<file path="config.mk">
export PLATFORM = sky130hd
export DESIGN_NAME = uart_prog_loader
export DESIGN_NICKNAME = d
export VERILOG_FILES = /design/src/rtl/uart_pkg.sv /design/src/rtl/uart_timeout.sv /design/src/rtl/uart_prog_loader.sv
export SDC_FILE = /design/constraint.sdc
export NUM_CORES = 1
export LEC_CHECK = 0
export BUFFER_PORTS_ARGS = -buffer_cell sky130_fd_sc_hd__buf_4
export CORE_MARGIN = 2
export CORE_UTILIZATION = 50
export CTS_BUF_LIST = sky130_fd_sc_hd__clkbuf_4 sky130_fd_sc_hd__clkbuf_8 sky130_fd_sc_hd__clkbuf_16
export DETAILED_ROUTE_END_ITERATION = 10
export PLACE_DENSITY_LB_ADDON = 0.12
export SLEW_MARGIN = 20
export SYNTH_ARGS = -nofsm -noshare
export SYNTH_HDL_FRONTEND = slang
export SYNTH_SLANG_ARGS = --single-unit
export TNS_END_PERCENT = 100
</file>
<file path="constraint.sdc">
create_clock -name clk -period 2.5 [get_ports clk]
set_clock_uncertainty 0.05 [all_clocks]
set_input_delay 0.375 -clock clk [delete_from_list [all_inputs] [get_ports clk]]
set_output_delay 0.375 -clock clk [all_outputs]
set_load 0.03 [all_outputs]
</file>
<file path="src/rtl/uart_pkg.sv">
// Shared types and default constants for the framed UART program loader.
package uart_pkg;

    typedef enum logic [2:0] {
        IDLE,
        ADDR,
        DATA,
        CSUM,
        WRITE,
        RESP
    } state_t;

    localparam logic [7:0] SYNC_DEFAULT = 8'hA5;
    localparam logic [7:0] ACK_DEFAULT  = 8'h06;
    localparam logic [7:0] NAK_DEFAULT  = 8'h15;

    // Expected checksum byte for a frame: XOR of sync, address and data.
    function automatic logic [7:0] frame_csum(input logic [7:0] sync_b,
                                              input logic [7:0] addr_b,
                                              input logic [7:0] data_b);
        return sync_b ^ addr_b ^ data_b;
    endfunction

endpackage

</file>
<file path="src/rtl/uart_timeout.sv">
// Clearable saturating idle counter; tc is high once TIMEOUT_CLKS-1 clocks
// have elapsed since the last clear and stays high until cleared again.
module uart_timeout #(
    parameter int unsigned TIMEOUT_CLKS = 500000
) (
    input  logic clk,
    input  logic rst_n,
    input  logic clr,
    output logic tc
);

    localparam int unsigned   W    = $clog2(TIMEOUT_CLKS + 1);
    localparam logic [W-1:0]  LAST = W'(TIMEOUT_CLKS - 1);

    logic [W-1:0] count;

    // Count idle clocks, restart on clear, hold at the terminal value.
    always_ff @(posedge clk or negedge rst_n) begin
        if (!rst_n) begin
            count <= '0;
        end else if (clr) begin
            count <= '0;
        end else if (count != LAST) begin
            count <= count + W'(1);
        end
    end

    assign tc = (count == LAST);

endmodule

</file>
<file path="src/rtl/uart_prog_loader.sv">
// Framed program loader: parses SYNC/ADDR/DATA/CSUM frames from the UART
// receiver, writes validated bytes to program RAM and answers ACK or NAK.
module uart_prog_loader
    import uart_pkg::*;
#(
    parameter logic [7:0]  SYNC_BYTE    = SYNC_DEFAULT,
    parameter logic [7:0]  ACK_BYTE     = ACK_DEFAULT,
    parameter logic [7:0]  NAK_BYTE     = NAK_DEFAULT,
    parameter int unsigned TIMEOUT_CLKS = 500000
) (
    input  logic       clk,
    input  logic       rst_n,
    input  logic       rx_dv,
    input  logic [7:0] rx_byte,
    input  logic       tx_active,
    output logic       tx_dv,
    output logic [7:0] tx_byte,
    output logic       mem_we,
    output logic [3:0] mem_addr,
    output logic [7:0] mem_data,
    output logic       frame_err,
    output logic       busy,
    output logic [3:0] good_count
);

    state_t     state;
    logic [7:0] addr_q;
    logic [7:0] data_q;
    logic       tmo_clr;
    logic       tmo_hit;
    logic       frame_ok;

    // Held clear in IDLE so the count starts from zero on entering ADDR.
    assign tmo_clr = rx_dv || (state == IDLE);

    uart_timeout #(
        .TIMEOUT_CLKS(TIMEOUT_CLKS)
    ) u_timeout (
        .clk  (clk),
        .rst_n(rst_n),
        .clr  (tmo_clr),
        .tc   (tmo_hit)
    );

    assign frame_ok = (addr_q[7:4] == 4'h0) &&
                      (rx_byte == frame_csum(SYNC_BYTE, addr_q, data_q));

    // Frame parser FSM with registered strobes and RAM/response outputs.
    always_ff @(posedge clk or negedge rst_n) begin
        if (!rst_n) begin
            state      <= IDLE;
            addr_q     <= '0;
            data_q     <= '0;
            tx_dv      <= 1'b0;
            tx_byte    <= '0;
            mem_we     <= 1'b0;
            mem_addr   <= '0;
            mem_data   <= '0;
            frame_err  <= 1'b0;
            busy       <= 1'b0;
            good_count <= '0;
        end else begin
            mem_we    <= 1'b0;
            tx_dv     <= 1'b0;
            frame_err <= 1'b0;
            case (state)
                IDLE: begin
                    if (rx_dv && rx_byte == SYNC_BYTE) begin
                        state <= ADDR;
                        busy  <= 1'b1;
                    end
                end
                ADDR: begin
                    if (rx_dv) begin
                        addr_q <= rx_byte;
                        state  <= DATA;
                    end else if (tmo_hit) begin
                        frame_err <= 1'b1;
                        state     <= IDLE;
                        busy      <= 1'b0;
                    end
                end
                DATA: begin
                    if (rx_dv) begin
                        data_q <= rx_byte;
                        state  <= CSUM;
                    end else if (tmo_hit) begin
                        frame_err <= 1'b1;
                        state     <= IDLE;
                        busy      <= 1'b0;
                    end
                end
                CSUM: begin
                    if (rx_dv) begin
                        if (frame_ok) begin
                            // Write strobe is registered here so it is
                            // visible exactly during the WRITE cycle.
                            mem_we   <= 1'b1;
                            mem_addr <= addr_q[3:0];
                            mem_data <= data_q;
                            state    <= WRITE;
                        end else begin
                            frame_err <= 1'b1;
                            tx_byte   <= NAK_BYTE;
                            state     <= RESP;
                        end
                    end else if (tmo_hit) begin
                        frame_err <= 1'b1;
                        state     <= IDLE;
                        busy      <= 1'b0;
                    end
                end
                WRITE: begin
                    good_count <= good_count + 4'd1;
                    tx_byte    <= ACK_BYTE;
                    state      <= RESP;
                end
                RESP: begin
                    if (!tx_active) begin
                        tx_dv <= 1'b1;
                        state <= IDLE;
                        busy  <= 1'b0;
                    end
                end
                default: begin
                    state <= IDLE;
                    busy  <= 1'b0;
                end
            endcase
        end
    end

endmodule

</file>
==> results of run 1 <==
==> cell usage in the layout (no fill, tap or decap), types with 3 or more instances in the layout <==
master | netlist | routed
a21oi_1 | 4 | 4
dfrtp_1 | 61 | 61
and3_1 | 4 | 4
xor2_1 | 11 | 11
nand2_1 | 14 | 14
clkbuf_4 | 0 | 3
buf_4 | 6 | 41
conb_1 | 1 | 4
nand2b_1 | 3 | 3
o21ai_0 | 8 | 8
nor3_1 | 6 | 6
or3_1 | 3 | 3
mux2_2 | 28 | 28
xnor2_1 | 14 | 14
clkbuf_8 | 0 | 11
nand4_1 | 5 | 5
nor2b_1 | 5 | 5
nand3_1 | 8 | 8
nor2_1 | 24 | 24
==> final cells by class <==
class / count / area share [%]
inverters: 2 / 0.2204
multi-input cells: 172 / 37.29
clock inverters: 1 / 0.8817
well taps: 72 / 2.645
clock buffers: 14 / 5.107
flip-flops and latches: 61 / 44.82
repair buffers: 41 / 9.037
==> cells by family (layout without fill, tap and decap cells) <==
family	count (synthesis)	in the layout	synth area share [%]
buffers and inverters	16	58	3.259
AND/OR/NAND/NOR	89	89	16.39
XOR/XNOR	28	28	9.995
other	1	4	0.1303
flip-flops	61	61	53.02
AO/OA/AOI/OAI	19	19	4.694
adder cells (fa/ha/maj)	2	2	0.8690
multiplexers	30	30	11.65
==> state kept, by name, indices dropped and copies added, names as in the netlist <==
name             cells
busy                 1
tx_byte              3
mem_data             8
frame_err            1
state                3
tx_dv                1
data_q               8
mem_we               1
mem_addr             4
addr_q               8
u_timeout.count     19
good_count           4
==> worst max path at each step <==
stage | end | startpoint
floorplan | state[0]$_DFFE_PN0P_ | u_timeout.count[12]$_DFFE_PN0P_
global placement | state[0]$_DFFE_PN0P_ | u_timeout.count[9]$_DFFE_PN0P_
detailed placement | state[0]$_DFFE_PN0P_ | u_timeout.count[9]$_DFFE_PN0P_
CTS | state[0]$_DFFE_PN0P_ | u_timeout.count[9]$_DFFE_PN0P_
global route | state[0]$_DFFE_PN0P_ | u_timeout.count[9]$_DFFE_PN0P_
finish | state[0]$_DFFE_PN0P_ | u_timeout.count[9]$_DFFE_PN0P_
==> report_power, final <==
group | internal (uW) | switching (uW) | leakage, uW
Sequential | 1230 | 253 | 0.000795
Combinational | 557 | 495 | 0.000684
Clock | 544 | 352 | 0.000107
Total | 2330 | 1100 | 0.00159
==> stage by stage <==
step	hold WS (ns)	worst slack, ns	instances
finish	0.06280	0.09518	363
CTS	0.07663	0.09099	363
global placement	0.4105	0.1323	348
floorplan	0.02941	0.2866	249
global route	0.1189	0.01885	363
detailed placement	0.4140	0.1035	348
==> worst max-delay path, stage by stage (launching register included) <==
cell and delay, ns:
dfrtp_1 0.42, or4_1 0.51, or4_4 0.56, or2_0 0.41
a31oi_4 0.24, o211ai_2 0.08
==> metal layers <==
| metal | track usage [%] | up-vias |
|---|---|---|
| met5 | 0 | - |
| met4 | 10.68 | 0 |
| met3 | 3.733 | 8 |
| met2 | 27.50 | 27 |
| met1 | 23.45 | 899 |
| li1 | - | 925 |
==> results.tsv, run 1 <==
stage	metric	value	unit
status	status	completed	
routing	ant_nets	0	
synth	synth.avg_cell_area	11.70	sq um
cells_and_area	fillers	450	
floorplan	coreArea	5540	sq um
synth	synth_edf_count	0	
clock_tree	cts_tree	built	
clock_tree	cts_buffers	9	
synth	ys_async_sr_fraction	100.0	%
synth	yosys_warnings	0	
routing	routedWlPerCell	13.97	um
timing	slew_viol_final	0	
clock_tree	cts_setup_buffers	0	
setup_path	r2r_start	u_timeout.count[9]$_DFFE_PN0P_	
setup_path	path_max_fanout	6	
timing	timing.final.crit_share	96.19	%
placement	place_hpwl	3475	um
placement	placed_cell_area	3202	sq um
floorplan	die_w	79.88	um
setup_path	worst_r2r_endpoint	state[0]$_DFFE_PN0P_	
routing	firstDrtPassIters	4	
cells_and_area	antenna_cells	0	
synth	synth_area	2879	sq um
clock_tree	cts_sinks	61	
setup_path	critPathLaunchType	register	
synth	synth-seq-area-share	53.02	%
synth	synthTopCellsByCount	61 x dfrtp_1, 28 x mux2_2, 24 x nor2_1	
setup_path	rr_worst_depth	5	
cells_and_area	stdcell_area	3406	sq um
cells_and_area	layout.nets	301	
run	cap_violations	0	
cells_and_area	final_core_utilization	61.47	%
routing	drt_wl_total	5071	um
global_route	grt_start_max_net_pins	62	
routing	wl_met1	2475	um
global_route	grt_overflow	0	
timing	finalSetupViolCount	0	
setup_path	required	2.66	ns
floorplan	start_util	51.96	%
synth	yosys.cell_count.top_type	dfrtp_1	
synth	yosys-top-cells-area	dfrtp_1 53%, mux2_2 11%, xnor2_1 4.3%	
routing	drc_errors	0	
power_and_ir_drop	leakage	0.001586	uW
routing	drt_iter0_markers	92	
timing	final.min_clock_period	2.405	ns
setup_path	crit_path_end_kind	register	
timing	rsz0062_at_grt	false	
power_and_ir_drop	power.total	3429	uW
setup_path	crit_arrival	2.56	ns
power_and_ir_drop	powerDensity	1007	nW/um^2
routing	vias_per_cell	5.121	
timing	slew_headroom	50.44	%
global_route	grt_pass1_wl	8652	um
floorplan	dieHeight	79.88	um
clock_tree	clkLatencyLatePin	0.33	ns
synth	synth_top_flop_cell	dfrtp_1	
routing	maxUsedRoutingLayer	met4	
clock_tree	hold_buffers	0	
timing	tns	0	ns
floorplan	die_area	6381	sq um
worst_hold_path	hold_class	input port to async pin	
global_route	antenna_found_initial	0	
cells_and_area	multi_input_area	1270	sq um
synth	synth_cells	246	
clock_tree	post_cts_resized	0	
routing	num_vias	1859	
cells_and_area	drive_above_1_share	30.58	%
synth	synthDistinctLibCells	45	
cells_and_area	synthToLayoutAreaGrowth	18.30	%
global_route	grt_use_total	17.95	%
placement	gp_congestion	0.7476	
setup_path	r2r_slack	0.1	ns
global_route	grt_pass1_vias	1868	
floorplan	num_rows	27	
floorplan	io_pins	40	
power_and_ir_drop	irDropWorstVdd	0.0006166	V
clock_tree	path_clk_slew	0.07	ns
placement	io_buffer_count	35	
clock_tree	cts_max_path_buffers	2	
clock_tree	cts_root_buf	clkbuf_8	
routing	wl_met2	2361	um
clock_tree	htreeDepth	3	
timing	hold_viol	0	
timing	max_freq	415.8	MHz
synth	synth_top_area_share	53.02	%
routing	wl_met3	133	um
setup_path	crit_type	register to register	
cells_and_area	seqCellArea	1526	sq um
synth	yosys.area.top_type	dfrtp_1	
synth	ys_seq_elements	61	
timing	tightest_slew	0.7434	ns
Power figures use the tool's default switching activity.
==> run 2, diff against run 1 <==
--- a/config.mk
+++ b/config.mk
@@ -5,9 +5,12 @@
 export SDC_FILE = /design/constraint.sdc
 export NUM_CORES = 1
 export LEC_CHECK = 0
+export ABC_AREA = 1
 export BUFFER_PORTS_ARGS = -buffer_cell sky130_fd_sc_hd__buf_4
+export CELL_PAD_IN_SITES_DETAIL_PLACEMENT = 1
+export CELL_PAD_IN_SITES_GLOBAL_PLACEMENT = 1
 export CORE_MARGIN = 2
-export CORE_UTILIZATION = 50
+export CORE_UTILIZATION = 42
 export CTS_BUF_LIST = sky130_fd_sc_hd__clkbuf_4 sky130_fd_sc_hd__clkbuf_8 sky130_fd_sc_hd__clkbuf_16
 export DETAILED_ROUTE_END_ITERATION = 10
 export PLACE_DENSITY_LB_ADDON = 0.12
==> run 2 against run 1 <==
Against the previous run:
- setup slack better by 0.65 ns
- first-iteration DRC count down 35%
- critical path depth increased by 3
- register-to-register slack better by 0.65 ns
- synthesized cell count grew 53%
- via count up 40%
- final area rose by 3.3%
==> results.tsv, run 2 <==
stage	metric	value	unit
clock_tree	clkLatencyLatePin	0.34	ns
placement	io_buffer_count	35	
synth	synth.avg_cell_area	7.975	sq um
synth	synth-seq-area-share	50.77	%
synth	ys_async_sr_fraction	100.0	%
setup_path	path_max_fanout	4	
floorplan	die_area	7852	sq um
setup_path	cp_slowest_stage_delay	0.37	ns
synth	synth_top_flop_cell	dfrtp_1	
routing	drt_wl_total	7364	um
timing	final.min_clock_period	1.755	ns
routing	routedWlPerCell	14.24	um
setup_path	critPathCapture	state[0]$_DFFE_PN0P_	
clock_tree	cts_max_path_buffers	2	
clock_tree	cts_buffers	9	
synth	synthDistinctLibCells	28	
run	cap_violations	0	
floorplan	start_util	43.77	%
cells_and_area	synthToLayoutAreaGrowth	17.06	%
setup_path	crit_path_end_kind	register	
power_and_ir_drop	powerDensity	947.8	nW/um^2
synth	synth_edf_count	0	
setup_path	crit_type	register to register	
routing	drc_errors	0	
global_route	grt_overflow	0	
routing	num_vias	2604	
synth	yosys.area.top_type	dfrtp_1	
synth	synth_area	3007	sq um
timing	finalSetupViolCount	0	
floorplan	dieHeight	88.61	um
timing	hold_viol	0	
setup_path	crit_chain	ha_1 > nand3_2 > nor3_1 > nand2_1 > a21oi_1 > nand2_1 > nand2_1 > nand2_1	
setup_path	crit_arrival	1.92	ns
timing	worst_slack	0.7451	ns
routing	ant_nets	0	
global_route	grt_pass1_wl	11990	um
synth	yosys_warnings	0	
worst_hold_path	hold_class	input port to async pin	
timing	tns	0	ns
clock_tree	hold_buffers	0	
synth	synth_top_area_share	50.77	%
setup_path	worst_r2r_endpoint	state[0]$_DFFE_PN0P_	
synth	yosys-top-cells-area	dfrtp_1 51%, nand2_1 13%, inv_1 5.0%	
setup_path	r2r_start	u_timeout.count[0]$_DFFE_PN0P_	
setup_path	cp_common_cell	nand2_1	
routing	firstDrtPassIters	4	
floorplan	die_w	88.61	um
floorplan	coreArea	6869	sq um
clock_tree	cts_setup_buffers	0	
global_route	grt_pass1_vias	2581	
power_and_ir_drop	leakage	0.001729	uW
status	status	completed	
global_route	grt_use_total	20.21	%
cells_and_area	layout_common_cells	105 x nand2_1, 61 x dfrtp_1, 40 x inv_1, 36 x buf_4, 29 x nor2_1	
timing	slew_headroom	47.62	%
timing	max_freq	569.8	MHz
placement	gp_congestion	0.8553	
global_route	antenna_found_initial	0	
cells_and_area	largest_reg_flops	19	
placement	place_ws	0.6624	ns
setup_path	crit_start	u_timeout.count[0]$_DFFE_PN0P_	
clock_tree	post_cts_resized	0	
setup_path	cp_slowest_cell	dfrtp_1	
cells_and_area	antenna_cells	0	
cells_and_area	layout_commonest_cell	nand2_1	
clock_tree	cts_sinks	61	
global_route	grt_start_max_net_pins	62	
power_and_ir_drop	irDropWorstVdd	0.0005088	V
floorplan	num_rows	30	
setup_path	critPathLaunchType	register	
floorplan	io_pins	40	
timing	timing.final.crit_share	70.20	%
clock_tree	htreeDepth	3	
setup_path	required	2.67	ns
cells_and_area	layout.nets	431	
cells_and_area	largest_register	u_timeout.count	
placement	place_hpwl	5418	um
timing	slew_viol_final	0	
clock_tree	path_clk_slew	0.07	ns
timing	tightest_slew	0.7857	ns
timing	rsz0062_at_grt	false	
cells_and_area	drive_above_1_share	16.86	%
clock_tree	cts_root_buf	clkbuf_8	
routing	vias_per_cell	5.037	
setup_path	rr_worst_depth	8	
synth	ys_seq_elements	61	
synth	synth_cells	377	
routing	drt_iter0_markers	60	
setup_path	r2r_slack	0.75	ns
clock_tree	cts_tree	built	
synth	synthTopCellsByCount	105 x nand2_1, 61 x dfrtp_1, 40 x inv_1	
synth	yosys.cell_count.top_type	nand2_1	
## run 2: cells by family after synthesis
logic type | count (synthesis) | synth area share [%]
AOI/OAI and AO/OA | 52 | 8.822
xor gates and xnor gates | 10 | 2.913
adders and majority gates | 2 | 0.8322
buffers and inverters | 61 | 8.781
DFF | 61 | 50.77
other | 1 | 0.1247
and+or+nand+nor | 190 | 27.76
## run 2: worst min path at each step
stage | slack, ns | startpoint | end | cells past startpoint
6_report | 0.06 | rst_n | u_timeout.count[6]$_DFFE_PN0P_ | 1
5_1_grt | 0.12 | rst_n | u_timeout.count[6]$_DFFE_PN0P_ | 1
4_1_cts | 0.1 | rst_n | u_timeout.count[6]$_DFFE_PN0P_ | 1
3_5_place_dp | 0.42 | good_count[3]$_DFFE_PN0P_ | good_count[3]$_DFFE_PN0P_ | 1
3_3_place_gp | 0.41 | busy$_DFFE_PN0P_ | busy$_DFFE_PN0P_ | 2
2_1_floorplan | 0.03 | rst_n | addr_q[0]$_DFFE_PN0P_ | 0
## run 2: area by class of cell
type                            instances  area [sq um]
Clock buffer                           10         131.4
Timing Repair Buffer                   36         270.3
Fill cell                             877          3349
Tap cell                               96         120.1
Sequential cell                        61          1526
Multi-Input combinational cell        258          1227
Clock inverter                          5         52.55
Inverter                               51         191.4
## run 2: critical path: cells and delay by family, from the launching register on
family / cells / cell delay, ns
DFF: 1 / 0.37
AOI/OAI and AO/OA: 1 / 0.16
adders and majority gates: 1 / 0.25
and+or+nand+nor: 6 / 0.79
## run 2: report_power, final
part | switching, uW | leakage (uW) | internal [uW]
combinational | 726 | 0.000825 | 373
sequential | 189 | 0.000809 | 1200
clock | 390 | 0.0000953 | 461
## run 2: through the flow
| step | std cells | hold slack, ns | total power [uW] | utilization, % | instance area [sq um] |
|---|---|---|---|---|---|
| global route | 517 | 0.1241 | 3601 | 51.24 | 3520 |
| finish | 517 | 0.05905 | 3336 | 51.24 | 3520 |
| global placement | 502 | 0.4080 | 2463 | 48.56 | 3336 |
| CTS | 517 | 0.09535 | 3373 | 51.24 | 3520 |
| detailed placement | 502 | 0.4183 | 2510 | 48.56 | 3336 |
| floorplan | 380 | 0.02941 | 2156 | - | 3018 |
## run 2: layer usage
layer	up-vias	track usage [%]	routed length (um)
met5	-	0	0
met4	0	7.438	122
met3	12	3.638	295
met2	48	31.92	3395
met1	1262	27.94	3551
li1	1282	-	-
